File: config.mk
export PLATFORM = sky130hd
export DESIGN_NAME = instr_fetch
export DESIGN_NICKNAME = d
export VERILOG_FILES = /design/src/rtl/instr_fetch_pkg.sv /design/src/rtl/instr_fetch_prog_mem.sv /design/src/rtl/instr_fetch.sv
export SDC_FILE = /design/constraint.sdc
export NUM_CORES = 1
export LEC_CHECK = 0
export CAP_MARGIN = 25
export CORE_ASPECT_RATIO = 1.75
export CORE_MARGIN = 5
export CORE_UTILIZATION = 59
export CTS_CLUSTER_DIAMETER = 200
export DETAILED_ROUTE_END_ITERATION = 6
export PLACE_DENSITY = 0.79
export SYNTH_ARGS = -nofsm -noshare
export SYNTH_HDL_FRONTEND = slang
export SYNTH_HIERARCHICAL = 1
export SYNTH_SLANG_ARGS = --single-unit
export TNS_END_PERCENT = 1
File: constraint.sdc
create_clock -name CLK -period 3.45 [get_ports CLK]
set_clock_uncertainty 0.2 [all_clocks]
set_input_delay 0.69 -clock CLK [delete_from_list [all_inputs] [get_ports CLK]]
set_output_delay 0.69 -clock CLK [all_outputs]
set_load 0.01 [all_outputs]
File: src/rtl/instr_fetch_pkg.sv
// Shared definitions for the instruction-fetch stage and its downstream decoder bench:
// opcode values, HALT prefix, FSM encoding and default geometry.
package instr_fetch_pkg;

    localparam int AW_DEFAULT = 4;
    localparam int DW_DEFAULT = 8;

    localparam logic [1:0] OP_0 = 2'b00;
    localparam logic [1:0] OP_1 = 2'b01;
    localparam logic [1:0] OP_2 = 2'b10;
    localparam logic [1:0] OP_3 = 2'b11;

    localparam logic [1:0] HALT_PREFIX = 2'b11;

    typedef enum logic [1:0] {
        ST_IDLE  = 2'd0,
        ST_FETCH = 2'd1,
        ST_ISSUE = 2'd2
    } state_e;

    // OP_3 doubles as JUMP and HALT; the top two operand bits pick which.
    function automatic logic is_halt(input logic [1:0] opcode, input logic [1:0] prefix);
        return (opcode == OP_3) && (prefix == HALT_PREFIX);
    endfunction

endpackage

File: src/rtl/instr_fetch_prog_mem.sv
// Program store: 2^AW x DW register array, synchronous write, combinational read, no reset
// so a loaded program survives RST.
module prog_mem #(
    parameter int AW = 4,
    parameter int DW = 8
) (
    input  logic          clk_i,
    input  logic          we_i,
    input  logic [AW-1:0] waddr_i,
    input  logic [DW-1:0] wdata_i,
    input  logic [AW-1:0] raddr_i,
    output logic [DW-1:0] rdata_o
);

    logic [DW-1:0] mem_q [2**AW];

    // Write port
    always_ff @(posedge clk_i) begin
        if (we_i) begin
            mem_q[waddr_i] <= wdata_i;
        end
    end

    assign rdata_o = mem_q[raddr_i];

endmodule

File: src/rtl/instr_fetch.sv
// Fetch/sequencing stage: steps PC through prog_mem, issues one opcode+operand per
// FETCH/ISSUE pair, and handles jump, halt, stall and start/stop.
module instr_fetch
    import instr_fetch_pkg::*;
#(
    parameter int AW = AW_DEFAULT,
    parameter int DW = DW_DEFAULT
) (
    input  logic          CLK,
    input  logic          RST,
    input  logic          LOAD_EN,
    input  logic [AW-1:0] LOAD_ADDR,
    input  logic [DW-1:0] LOAD_DATA,
    input  logic          START,
    input  logic          STALL,
    output logic [1:0]    INSTR,
    output logic [DW-3:0] OPERAND,
    output logic [AW-1:0] PC,
    output logic          VALID,
    output logic          BUSY,
    output logic          DONE
);

    state_e        state_q, state_d;
    logic [AW-1:0] pc_q, pc_d;
    logic [DW-1:0] ir_q, ir_d;
    logic          valid_q;
    logic          busy_q;
    logic          done_s;
    logic          mem_we_s;
    logic [DW-1:0] mem_rdata_s;
    logic [1:0]    opcode_s;
    logic [1:0]    prefix_s;

    assign mem_we_s = LOAD_EN && (state_q == ST_IDLE);
    assign opcode_s = ir_q[DW-1 -: 2];
    assign prefix_s = ir_q[DW-3 -: 2];

    prog_mem #(
        .AW (AW),
        .DW (DW)
    ) u_prog_mem (
        .clk_i   (CLK),
        .we_i    (mem_we_s),
        .waddr_i (LOAD_ADDR),
        .wdata_i (LOAD_DATA),
        .raddr_i (pc_q),
        .rdata_o (mem_rdata_s)
    );

    // Next-state, PC/IR update and the HALT retire pulse
    always_comb begin
        state_d = state_q;
        pc_d    = pc_q;
        ir_d    = ir_q;
        done_s  = 1'b0;
        case (state_q)
            ST_IDLE: begin
                // A coincident load wins over START.
                if (START && !LOAD_EN) begin
                    state_d = ST_FETCH;
                    pc_d    = '0;
                end else begin
                    state_d = ST_IDLE;
                end
            end
            ST_FETCH: begin
                ir_d    = mem_rdata_s;
                state_d = ST_ISSUE;
            end
            ST_ISSUE: begin
                if (STALL) begin
                    state_d = ST_ISSUE;
                end else if (opcode_s != OP_3) begin
                    pc_d    = pc_q + {{(AW-1){1'b0}}, 1'b1};
                    state_d = ST_FETCH;
                end else if (is_halt(opcode_s, prefix_s)) begin
                    done_s  = 1'b1;
                    state_d = ST_IDLE;
                end else begin
                    pc_d    = ir_q[AW-1:0];
                    state_d = ST_FETCH;
                end
            end
            default: begin
                state_d = ST_IDLE;
            end
        endcase
    end

    // State, PC, IR and registered status outputs
    always_ff @(posedge CLK or posedge RST) begin
        if (RST) begin
            state_q <= ST_IDLE;
            pc_q    <= '0;
            ir_q    <= '0;
            valid_q <= 1'b0;
            busy_q  <= 1'b0;
        end else begin
            state_q <= state_d;
            pc_q    <= pc_d;
            ir_q    <= ir_d;
            valid_q <= (state_d == ST_ISSUE);
            busy_q  <= (state_d != ST_IDLE);
        end
    end

    assign INSTR   = opcode_s;
    assign OPERAND = ir_q[DW-3:0];
    assign PC      = pc_q;
    assign VALID   = valid_q;
    assign BUSY    = busy_q;
    assign DONE    = done_s;

endmodule

==> summary.txt <==
GRT
  – Total Routing Usage GR: about a fifth
  – Number of global-route vias before repair: 3,177
  – Initial antenna violation count: 0
  – Largest net degree at the start of global routing: 37
  – Total gr overflow: 0
  – First-pass GRT wire length: roughly 17,000 um

Place
  – Placed Instances: between 400 and 500
  – Post-placement cell area: 6300 um^2
  – RD Place Congestion: roughly 0.86
  – PortBufs: 31
  – HPWL after DPL: approximately 7500 um

Clocking
  – Clock Pin Slew Worst Setup and Hold Paths: about 0.06 ns
  – CTS H-tree depth: 4
  – Post CTS Setup Buffer Count: 0
  – Clock insertion delay at the later pin of the skew report: about 0.42 ns
  – CTS sink cnt: 144
  – CTS tree: done
  – Post-CTS Hold Fix Bufs: 0
  – Post-CTS sizing: 0
  – Number of CTS-inserted buffers: 17
  – Root Buffer: clkbuf_16
  – CTS max path bufs: 2

Job
  – Max-cap violations: 0

Die
  – Die X: between 80 and 90 um
  – Die ar.: around 12,000 um^2
  – Die Y: approximately 140 um
  – IO Pins: 32
  – Starting density of the core: between 60% and 70%
  – Row count: 47
  – Core ar.: 9530 um^2

Pwr
  – Total Power: 4980 uW
  – PwrDens: about 720 nW/um^2
  – Static Leak: between 0.002 and 0.0025 uW
  – VDD IR max: 0.000492 V

Logic synthesis
  – Synthesized cell area: 5750 um^2
  – Cell taking the most area after synthesis: edfxtp_1
  – Post-synth EDFFs: 128
  – Register area share after synthesis: 73.8%
  – Cells after Synth: 287
  – Async S/R FF share, synth: 11.1%
  – Area contributors post-synth: edfxtp_1, mux4_2, dfrtp_1
  – Yosys reg bits: roughly 140
  – Synth top area share: between 60% and 70%
  – Synth cell types: 34
  – YS warnings: 6
  – Mean Syn Cell Area: 20.0 um^2
  – Synth Flop Type: edfxtp_1
  – Synth Net Count: between 300 and 400

Worst setup path
  – Worst setup startpoint: state_q[0]
  – CP Data Required Time: 2.56 ns
  – Launching point of the worst reg2reg path: PC[0]
  – CP endpoint kind: primary output
  – CP startpoint kind: flop
  – CP arrival: between 2 and 2.5 ns
  – CP Max Fanout: 10
  – Worst setup path class: reg -> out

Final layout
  – Final core occ: between 70 and 80%
  – Fill count: 579
  – Inserted Diodes: 0
  – Area Overhead vs Synth: 19.5%
  – Nets: roughly 370
  – Proportion of layout cells with a drive suffix above 1: between 20% and 30%
  – Final instance area: between 6000 and 7000 um^2
  – Most frequent cells in the layout: edfxtp_1, clkdlybuf4s50_1, buf_4
  – Final std cells w/o fill: 484
  – Most common cell after layout, fill and taps aside: edfxtp_1

Timing
  – Slew Limit Fails: 0
  – Final Cycle Share: 88.1%
  – Crit path time final: 3.04 ns
  – Setup violators final: 0
  – Fmax: roughly 330 MHz
  – Unrepaired setup endpoints after global routing: no
  – Slew headroom: just over 50%
  – Post-Route Setup TNS: 0 ns
  – Final Hold Violating Endpoints: 0
  – Worst-Margin Slew: 0.725 ns

Drt
  – Number of DRC markers in iteration 0: about 230
  – Pre-Repair DR Iteration Count: 4
  – Routed Antenna Nets: 0
  – Wirelength per Cell: between 20 and 25 um
  – Via density per instance: slightly above 6
  – Post-Route WL: approximately 11,000 um
  – DR DRC count: 0
  – Via count: 2,934

Status
  – Status: completed

Min path
  – Min-delay src: ir_q[4]
  – Min-delay worst type: reg -> reg
critical path, cell delays in order (launching register included):
cell	delay [ns]
dfrtp_1	0.45
nand2b_1	0.37
nor4_1	0.34
clkdlybuf4s50_1	0.58
cells in the mapped netlist, drive strengths merged (3+ instances only):
cell type / count
nor3b: 4
mux2: 9
mux4: 32
clkdlybuf4s25: 3
nor2: 13
a21oi: 4
o21ai: 3
buf: 8
dfrtp: 16
a22oi: 16
inv: 4
nand2: 14
nand2b: 4
o31ai: 4
nor3: 7
edfxtp: 128
registers in the layout, summed over array words and instances, names as in the netlist:
signal	cells
u_prog_mem/mem_q	128
ir_q	8
PC	4
state_q	2
BUSY	1
VALID	1
final timing paths:
check / slack (ns) / cells past startpoint / end
min in group asynchronous: 0.45 / 2 / ir_q[1]
hold reg to reg: 0.34 / 1 / ir_q[4]
setup / recovery: 0.41 / 3 / DONE
max in group asynchronous: 2.16 / 2 / PC[0]
setup reg to reg: 1.01 / 5 / ir_q[2]
hold / removal: 0.34 / 1 / ir_q[4]
logic make-up after synthesis:
logic type	count (synthesis)	share of synthesized area (%)
adder cells (fa/ha/maj)	1	0.217
AO/OA/AOI/OAI	30	3.67
multiplexers	41	15.3
buffers and inverters	17	2.09
AND/OR/NAND/NOR	54	5.00
flip-flops	144	73.8
layer usage:
metal  vias to the layer above  track usage, %  part of all wire, %
met4                         0            9.92                  2.3
met2                       102            36.4                   56
met5                         -               0                    0
met3                        18            5.08                  4.2
li1                       1313               -                    -
met1                      1501            22.4                   37
cell type report:
class | count | area (um^2) | share of cell area, %
repair buffers | 56 | 498 | 7.24
well taps | 122 | 153 | 2.22
inverters | 4 | 15.0 | 0.218
clock buffers | 18 | 439 | 6.39
flip-flops and latches | 144 | 4250 | 61.8
clock inverters | 14 | 134 | 1.95
multi-input cells | 126 | 1390 | 20.2
where the power goes:
group / switching, uW / total [uW] / internal, uW / leakage (uW)
registers: 106 / 2120 / 2020 / 0.00135
logic: 540 / 1130 / 585 / 0.000708
clock network: 708 / 1730 / 1020 / 0.000277
metrics by stage:
stage	hold WS [ns]	worst slack (ns)
after global placement	0.318	0.483
after floorplan	0.366	0.754
after detailed placement	0.318	0.432
after CTS	0.346	0.391
final	0.343	0.410
after global routing	0.356	0.320
Note: power is estimated with default switching activity, not from simulation.
